[src/rtl/count_uart_tx.sv]
// Serialises a captured 16-bit counter value as two 8N1 UART bytes, low byte first.
// A single bit-period down-counter paces start, data and stop bits alike.
module count_uart_tx #(
    parameter int unsigned CLKS_PER_BIT = 16
) (
    input  logic        clk,
    input  logic        reset,
    input  logic [15:0] count,
    input  logic        send,
    output logic        busy,
    output logic        done,
    output logic        tx
);

    localparam int unsigned CW = (CLKS_PER_BIT > 1) ? $clog2(CLKS_PER_BIT) : 1;
    localparam logic [CW-1:0] RELOAD = CW'(CLKS_PER_BIT - 1);

    typedef enum logic [1:0] {
        IDLE  = 2'd0,
        START = 2'd1,
        DATA  = 2'd2,
        STOP  = 2'd3
    } state_t;

    state_t        state, state_nx;
    logic [15:0]   hold, hold_nx;
    logic [CW-1:0] cnt, cnt_nx;
    logic [2:0]    bit_idx, bit_idx_nx;
    logic          byte_idx, byte_idx_nx;
    logic          tx_nx, busy_nx, done_nx;
    logic [7:0]    cur_byte;
    logic          bit_end;

    assign cur_byte = byte_idx ? hold[15:8] : hold[7:0];
    assign bit_end  = (cnt == '0);

    // State and registered outputs
    always_ff @(posedge clk or negedge reset) begin
        if (!reset) begin
            state    <= IDLE;
            hold     <= '0;
            cnt      <= '0;
            bit_idx  <= '0;
            byte_idx <= 1'b0;
            tx       <= 1'b1;
            busy     <= 1'b0;
            done     <= 1'b0;
        end else begin
            state    <= state_nx;
            hold     <= hold_nx;
            cnt      <= cnt_nx;
            bit_idx  <= bit_idx_nx;
            byte_idx <= byte_idx_nx;
            tx       <= tx_nx;
            busy     <= busy_nx;
            done     <= done_nx;
        end
    end

    // Next-state and next-output logic; tx is computed one edge ahead so it comes from a flop
    always_comb begin
        state_nx    = state;
        hold_nx     = hold;
        cnt_nx      = cnt;
        bit_idx_nx  = bit_idx;
        byte_idx_nx = byte_idx;
        tx_nx       = tx;
        busy_nx     = busy;
        done_nx     = 1'b0;

        if (state != IDLE) begin
            cnt_nx = bit_end ? RELOAD : cnt - CW'(1);
        end

        case (state)
            IDLE: begin
                if (send) begin
                    hold_nx     = count;
                    state_nx    = START;
                    tx_nx       = 1'b0;
                    busy_nx     = 1'b1;
                    cnt_nx      = RELOAD;
                    bit_idx_nx  = 3'd0;
                    byte_idx_nx = 1'b0;
                end
            end
            START: begin
                if (bit_end) begin
                    state_nx   = DATA;
                    bit_idx_nx = 3'd0;
                    tx_nx      = cur_byte[0];
                end
            end
            DATA: begin
                if (bit_end) begin
                    if (bit_idx == 3'd7) begin
                        state_nx = STOP;
                        tx_nx    = 1'b1;
                    end else begin
                        bit_idx_nx = bit_idx + 3'd1;
                        tx_nx      = cur_byte[bit_idx + 3'd1];
                    end
                end
            end
            STOP: begin
                if (bit_end) begin
                    if (!byte_idx) begin
                        state_nx    = START;
                        byte_idx_nx = 1'b1;
                        tx_nx       = 1'b0;
                    end else begin
                        state_nx    = IDLE;
                        byte_idx_nx = 1'b0;
                        tx_nx       = 1'b1;
                        busy_nx     = 1'b0;
                        done_nx     = 1'b1;
                    end
                end
            end
            default: begin
                state_nx = IDLE;
            end
        endcase
    end

endmodule

[config.mk]
export PLATFORM = sky130hd
export DESIGN_NAME = count_uart_tx
export DESIGN_NICKNAME = d
export VERILOG_FILES = /design/src/rtl/count_uart_tx.sv
export SDC_FILE = /design/constraint.sdc
export NUM_CORES = 1
export LEC_CHECK = 0
export CELL_PAD_IN_SITES_DETAIL_PLACEMENT = 1
export CELL_PAD_IN_SITES_GLOBAL_PLACEMENT = 2
export CORE_MARGIN = 2
export CORE_UTILIZATION = 38
export CTS_CLUSTER_DIAMETER = 60
export DETAILED_ROUTE_END_ITERATION = 6
export PLACE_DENSITY = 0.89
export SKIP_LAST_GASP = 1
export SLEW_MARGIN = 20
export SYNTH_ARGS = -nofsm -noshare
export SYNTH_HDL_FRONTEND = slang
export SYNTH_SLANG_ARGS = --single-unit
export TNS_END_PERCENT = 10
[constraint.sdc]
create_clock -name clk -period 4.4 [get_ports clk]
set_input_delay 0.66 -clock clk [delete_from_list [all_inputs] [get_ports clk]]
set_output_delay 0.66 -clock clk [all_outputs]
set_load 0.03 [all_outputs]
======== Word-level counts from Yosys, hierarchy flattened ========
Cells that the tools add are included.
storage, ports and cells
  bits in writable memories ............... 0
  ROM bits ................................ 0
  memories ................................ 0
  bits in registers ....................... 29
  latch bits .............................. 0
  logic and storage cells ................. 68
  bits of input ports ..................... 19
cells by class
  equal/unequal tests ..................... 11
  add/sub/neg operators ................... 2
  order comparisons ....................... 1
  mux-type cells .......................... 35
  reductions and logical operators ........ 11
  div/mod/pow operators ................... 0
  shift-type cells ........................ 0
  bitwise operators ....................... 0
  $mul .................................... 0
operator list
  kind                   count
  $mux W4                4
  $mux W1                15
  $ne A2 B2 Y1 const B   7
  $mux W3                4
  $mux W2                5
  $reduce_and A5 Y1      2
  $pmux W3 S3            1
  $mux W8                1
  $pmux W2 S4            1
  $reduce_and A4 Y1      2
  $eq A2 B2 Y1 const B   2
  $logic_not A4 Y1       1
  $lt A3 B4 Y1 const B   1
  $pmux W1 S2            2
  $pmux W1 S4            1
  $reduce_bool A2 Y1     2
  $sub A4 B1 Y4 const B  1
  $add A3 B1 Y3 const B  1
  $bmux W1 S3            1
  $eq A3 B3 Y1 const B   1
  $reduce_and A3 Y1      1
  $reduce_bool A3 Y1     1
  $eq A2 B1 Y1 const B   1
  $logic_not A2 Y1       1
  $reduce_and A2 Y1      1

======== Depth between registers and ports, before layout ========
Gate-level depths: netlist (run 1).
  word-level depth ........................ 6
  gate-level depth with buffers ........... 7
  gate-level depth less buffers ........... 6

======== Worst setup path before layout (run 1) ========
OpenSTA, ideal clock, no wires.
  path kind ............................... flip-flop to flip-flop
  from .................................... register cnt[0]
  to ...................................... register bit_idx[0]
  data required time ...................... 4275 ps
  arrival time ............................ 1698 ps
  path buffers ............................ 0
  period minus slack after synthesis ...... 1823 ps
  cell stages (with the launch flop) ...... 7
  setup slack ............................. 2577 ps
  cells stage by stage .................... dfrtp_1 inv_1 ha_1 nor3b_4 a21oi_2 or3_4 mux2_4
between the ends
  cells in the longest elaborated chain, start to end .. 3
  elaborated cells on any way between the ends .. 4
RTL lines
  item                                    RTL line  source
  start: declaration                      27        logic [CW-1:0] cnt, cnt_nx;
  start signal: assignment                51        cnt <= cnt_nx;
  $logic_not A4 Y1 (*)                    35        assign bit_end = (cnt == '0);
  $ne A2 B2 Y1 (no source line)           --
  $reduce_and A5 Y1 (no source line) (*)  --
  end signal: assignment                  52        bit_idx <= bit_idx_nx;
  end: declaration                        28        logic [2:0] bit_idx, bit_idx_nx;
Every way passes the cells marked *; elsewhere a longest branch is shown, timed or not.
A chain may end at the register's enable or synchronous reset.

======== Worst setup path after layout (run 1) ========
  from .................................... register state[0]
  to ...................................... register bit_idx[0]
between the ends
  cells in the longest elaborated chain, start to end .. 3
  elaborated cells on any way between the ends .. 10
RTL lines
  item                                                                 RTL line  source
  start: declaration                                                   25        state_t state, state_nx;
  start signal: assignment                                             49        state <= state_nx;
  $eq A2 B2 Y1, or another cell as far along                           75        case (state)
  $ne A2 B2 Y1 (no source line) or $reduce_bool A3 Y1 (tied branches)  --
  $reduce_and A5 Y1 (no source line)                                   --
Several ways; a longest one is shown, not always the timed one.

==> results.cfg, run 1 <==
[cts]
cts.clk_slew.worst_paths_ns = 0.06
clock_latency_ns = 0.27
clockBufferDepth = 2
ctsHoldBuffers = 0
cts_tree = yes
cts.sinks = 29
post_cts_resized = 0
ctsHtreeMaxLevel = 2
numCtsBuffers = 5
cts_root_buf = clkbuf_8
post_cts.repair.setup_buffers = 0

[yosys]
syn_area_um2 = 1520
synth_most_common_cell = dfrtp_1
yosysSeqAreaShare_pct = 47.7
async_flop_share_pct = 100
yosys_warnings = 0
ys_ff_latch = 29
synthDominantCellAreaShare_pct = 46.0
synthCells = 129
synth_edf_count = 0
synthTopCellsByCount = dfrtp_1 (28), mux2_2 (17), o21ai_0 (12)
synth_flop_cell = dfrtp_1
synth.distinct_cells = 31
synth_nets = 155
yosys-top-cells-area = dfrtp_1 (46%), mux2_2 (13%), mux4_2 (5.9%)
avgSynthCellArea_um2 = 11.8
yosysTopAreaCell = dfrtp_1

[layout]
drive_gt1_share_pct = 22.1
area_growth_pct = 22.7
finalNonFillerCells = 204
fill_cells = 452
fin_nets = 179
diodes = 0

[power]
p_comb_share_pct = 4.4
ir_drop_uv = 183
power_density_nw_per_um2 = 271
switching_share_pct = 19.4
power.switching_uw = 98.5
power.total_uw = 507
intPower_uw = 409
power.leakage_nw = 0.857
p_seq_share_pct = 52.6
clkPwrFrac_pct = 43.0

[drt]
drt-initial-drc-count = 26
routed_wl_mm = 3.11
vias_per_cell = 5.30
wl_per_cell_um = 15.3
antenna_left = 0
vias = 1081
drtPass1Iterations = 4
drc = 0

[timing]
post-route-period-util_pct = 49.4
finalMaxSlewViolations = 0
finalSetupTns_ns = 0
min_period_ns = 2.17
rsz0062_at_grt = no
setup_viol = 0
max_freq_mhz = 460
hold_viol = 0
relSlewSlack_pct = 55.6
skew_ns = 0.00339
worstMarginPinSlew_ns = 0.664

[worst_setup_path]
ff2ff_path_depth = 5
rr_startpoint = state[0]$_DFFE_PN0P_
arrival_ns = 2.33
startpoint = state[0]$_DFFE_PN0P_
required_ns = 4.56
cp-start-kind = flip-flop
crit_path_max_fanout = 13
r2r_slack_ns = 2.23
cp_slowest_cell = nor2b_1
cp-end-kind = flip-flop
crit_path_cell_trace = inv_1, ha_1, nor2b_1, or3_4, mux2_4
path_class = flip-flop to flip-flop
max_stage_delay_ns = 0.53

[global_route]
grt_overflow_total = 0
gr-usage-met1_pct = 16.5
first_global_vias = 1188
gr-usage-met3_pct = 5.33
met2_usage_pct = 29.3
grt_usage_pct = 16.0
grt_pass1_wl_mm = 5.25
top_usage_layer = met2
grt_max_degree = 30
antenna_found_initial = 0

[placement]
place_inst = 196
globalplace.congestion = 0.713
dp_hpwl_mm = 2.41
port_buffers = 21

[min_path]
hp-class = flip-flop to flip-flop
worstHoldStart = hold[7]$_DFFE_PN0P_
min_path_cells = 1

[floorplanning]
num_rows = 23
die_w_um = 67.3
core-area_um2 = 3910
initial_utilization_pct = 38.9
die_area_um2 = 4530
io_pins = 22
fp.dieH_um = 67.3

[job]
drv_cap = 0

[status]
status = complete, no violations
[critical path: cells and delay by family, from the launching register on]
family	cells	cell delay, ns
adder cells (fa/ha/maj)	1	0.43
flip-flops	1	0.42
AND/OR/NAND/NOR	2	0.79
buffers and inverters	1	0.13
multiplexers	1	0.29
[path summary, 6_finish.rpt]
check	to
setup reg to reg	bit_idx[0]$_DFFE_PN0P_
setup / recovery	bit_idx[0]$_DFFE_PN0P_
hold reg to reg	hold[7]$_DFFE_PN0P_
hold / removal	hold[7]$_DFFE_PN0P_
min in group asynchronous	hold[0]$_DFFE_PN0P_
max in group asynchronous	tx$_DFFE_PN1P_
[registers in the layout, summed over array words and instances, names as in the netlist]
signal,cells
bit_idx,3
busy,1
byte_idx,1
done,1
cnt,4
state,2
tx,1
hold,16
[cell usage in the layout, fill, tap and decap left out]
master and count:
ha_1 7, nor4b_1 1, o21ai_0 12, a221oi_1 1, nand3b_1 3, a31o_2 1, nand3_1 2, mux4_2 4
mux2_4 1, or3_4 1, o31ai_1 1, o31a_1 1, nor3_1 2, nor2_1 9, a21oi_1 5, dfrtp_1 28
xnor2_1 1, dfstp_2 1, nor3b_4 1, clkbuf_1 2, a2111o_1 1, mux2i_1 4, a21oi_2 1, buf_4 1
inv_1 9, clkdlybuf4s50_1 21, a31oi_1 1, clkbuf_8 6, mux2_2 17, nor2b_1 2, a2bb2oi_1 1, nand2_1 6
[metal layers]
layer	share of wire [%]	vias up
met3	5.1	6
li1	-	509
met2	53	28
met5	0	-
met4	1.9	0
met1	40	538
[stage by stage]
stage               util [%]  worst slack (ns)  hold WS (ns)  cell area, um2
floorplan                  -              2.58         0.364            1520
global placement        45.4              2.11         0.484            1780
detailed placement      45.4              2.07         0.490            1780
CTS                     47.7              2.23         0.505            1870
global route            47.7              2.14         0.518            1870
finish                  47.7              2.23         0.501            1870
[logic make-up (layout without fill, tap and decap cells)]
logic type,after synthesis,after routing,share of synthesized area [%]
AOI/OAI and AO/OA,25,25,10.1
xor gates and xnor gates,1,1,0.575
adders and majority gates,7,7,5.75
buffers and inverters,14,39,3.86
DFF,29,29,47.7
muxes,26,26,22.1
and+or+nand+nor,27,27,9.86
[power by group through the flow]
stage | Combinational (mW) | Sequential [mW] | Clock (mW)
3_5_place_dp | 0.0229 | 0.272 | 0
3_3_place_gp | 0.0222 | 0.272 | 0
5_1_grt | 0.0245 | 0.267 | 0.242
6_report | 0.0223 | 0.267 | 0.218
2_1_floorplan | 0.000190 | 0.272 | 0
4_1_cts | 0.0229 | 0.267 | 0.228
[area by class of cell]
class	count	area [um2]	area share, %
inverters	9	33.8	1.81
repair buffers	22	218	11.7
clock buffers	8	90.1	4.82
flip-flops and latches	29	727	38.9
well taps	50	62.6	3.35
multi-input cells	86	737	39.5
No activity file was read; power rests on OpenSTA's default activity.
==> run 2: changes to the inputs <==
Settings changed: CORE_UTILIZATION 38 to 35, PLACE_DENSITY 0.89 to 0.83.
Clock period 4.4 ns to 2.2 ns, I/O delays scaled along.
==> run 2 against run 1 <==
Die area increased by 8.1%. First-iteration DRC count up 65%. Via count is 0.28% lower. Combinational power is 100% higher. Count of clock-buffer cells in the layout is 2 lower. Critical path depth rose by 1. Clock power is 94% higher. Non-clock buffer count rose by 4. Total power is 97% higher. Setup slack worse by 2.1 ns. Utilization decreased by 1.5 points. Worst hold slack got worse by 0.061 ns. Highest routed layer unchanged.
==> results.cfg, run 2 (synthesis gave the netlist of run 1 again) <==
[floorplanning]
initial_utilization_pct = 37.3
num_rows = 23
die_area_um2 = 4890
fp.dieH_um = 70.0
io_pins = 22
core-area_um2 = 4090
die_w_um = 70.0

[layout]
finalNonFillerCells = 208
utilization_pct = 46.3
diodes = 0
largest_reg_flops = 16
largest-register = hold
area_growth_pct = 24.2
postLayoutCellArea_um2 = 1890
drive_gt1_share_pct = 24.7
layout_common_cells = dfrtp_1 (28), clkdlybuf4s50_1 (21), mux2_2 (17)
final_common_cell = dfrtp_1
largestRegisters = hold x16, cnt x4, bit_idx x3
fin_nets = 183

[cts]
clock_latency_ns = 0.28
ctsHoldBuffers = 0
cts.sinks = 29
post_cts.repair.setup_buffers = 0
cts_tree = yes
cts_root_buf = clkbuf_8
clockBufferDepth = 2
ctsHtreeMaxLevel = 2
post_cts_resized = 0
numCtsBuffers = 5
cts.clk_slew.worst_paths_ns = 0.06

[global_route]
grt_usage_pct = 15.3
grt_pass1_wl_mm = 5.95
grt_max_degree = 30
first_global_vias = 1259
antenna_found_initial = 0
grt_overflow_total = 0

[drt]
drt-initial-drc-count = 43
vias_per_cell = 5.18
vias = 1078
wl_per_cell_um = 15.7
drtPass1Iterations = 3
antenna_left = 0
drc = 0
routed_wl_mm = 3.26

[worst_setup_path]
cp-end-kind = flip-flop
cp-start-kind = flip-flop
crit_path_max_fanout = 8
required_ns = 2.36
arrival_ns = 2.23
path_class = flip-flop to flip-flop

[timing]
setup_viol = 0
finalMaxSlewViolations = 0
hold_viol = 0
post-route-period-util_pct = 93.7
worstMarginPinSlew_ns = 0.434
finalSetupTns_ns = 0
rsz0062_at_grt = no
max_freq_mhz = 485
relSlewSlack_pct = 71.1
whs_ns = 0.440
skew_ns = 0.00561
layout_setup_ws_ns = 0.138
min_period_ns = 2.06

[power]
power.leakage_nw = 0.877
power_density_nw_per_um2 = 529
ir_drop_uv = 355
power.total_mw = 1.00

[placement]
place_inst = 200
port_buffers = 21
globalplace.congestion = 0.813
dpl_cell_area_um2 = 1810
dp_hpwl_mm = 2.45
pre_cts_slack_ns = 0.158

[job]
drv_cap = 0

[status]
status = complete, no violations

[min_path]
hp-class = input port to asynchronous set/reset pin
-- run 2: critical path, cell delays in order, from the launching register on --
cell and delay (ns):
dfrtp_1 0.38, inv_1 0.14, ha_1 0.23, nor3b_4 0.39
o21ai_0 0.24, a21oi_1 0.20, mux2_2 0.36
-- run 2: report_power, final --
part           switching (mW)  internal, mW  leakage, nW  total (mW)
registers                   0         0.533        0.377       0.533
clock network           0.204         0.219       0.0450       0.423
logic                  0.0159        0.0290        0.455      0.0449
total                   0.220         0.781        0.877        1.00
-- run 2: per-layer routing --
metal	part of all wire, %	global-route usage (%)	vias to the layer above
met4	1.3	4.70	0
met1	42	17.6	542
li1	-	-	516
met3	3.3	4.33	4
met2	53	27.5	16
met5	0	0	-
-- run 2: final timing paths --
kind	start	to	slack (ns)	depth (start not counted)
min	reset	state[0]$_DFFE_PN0P_	0.44	2
max reg2reg	cnt[0]$_DFF_PN0_	state[1]$_DFFE_PN0P_	0.14	6
min reg2reg	hold[10]$_DFFE_PN0P_	hold[10]$_DFFE_PN0P_	0.50	1
min in group clk	hold[10]$_DFFE_PN0P_	hold[10]$_DFFE_PN0P_	0.50	1
max	cnt[0]$_DFF_PN0_	state[1]$_DFFE_PN0P_	0.14	6
max in group asynchronous	reset	tx$_DFFE_PN1P_	1.45	2
-- run 2: layout make-up --
cell class                      count  area (um2)
Fill cell                         458        2200
Timing Repair Buffer               26         248
Clock inverter                      2        10.0
Tap cell                           50        62.6
Multi-Input combinational cell     86         737
Inverter                            9        33.8
Clock buffer                        6        72.6
Sequential cell                    29         727
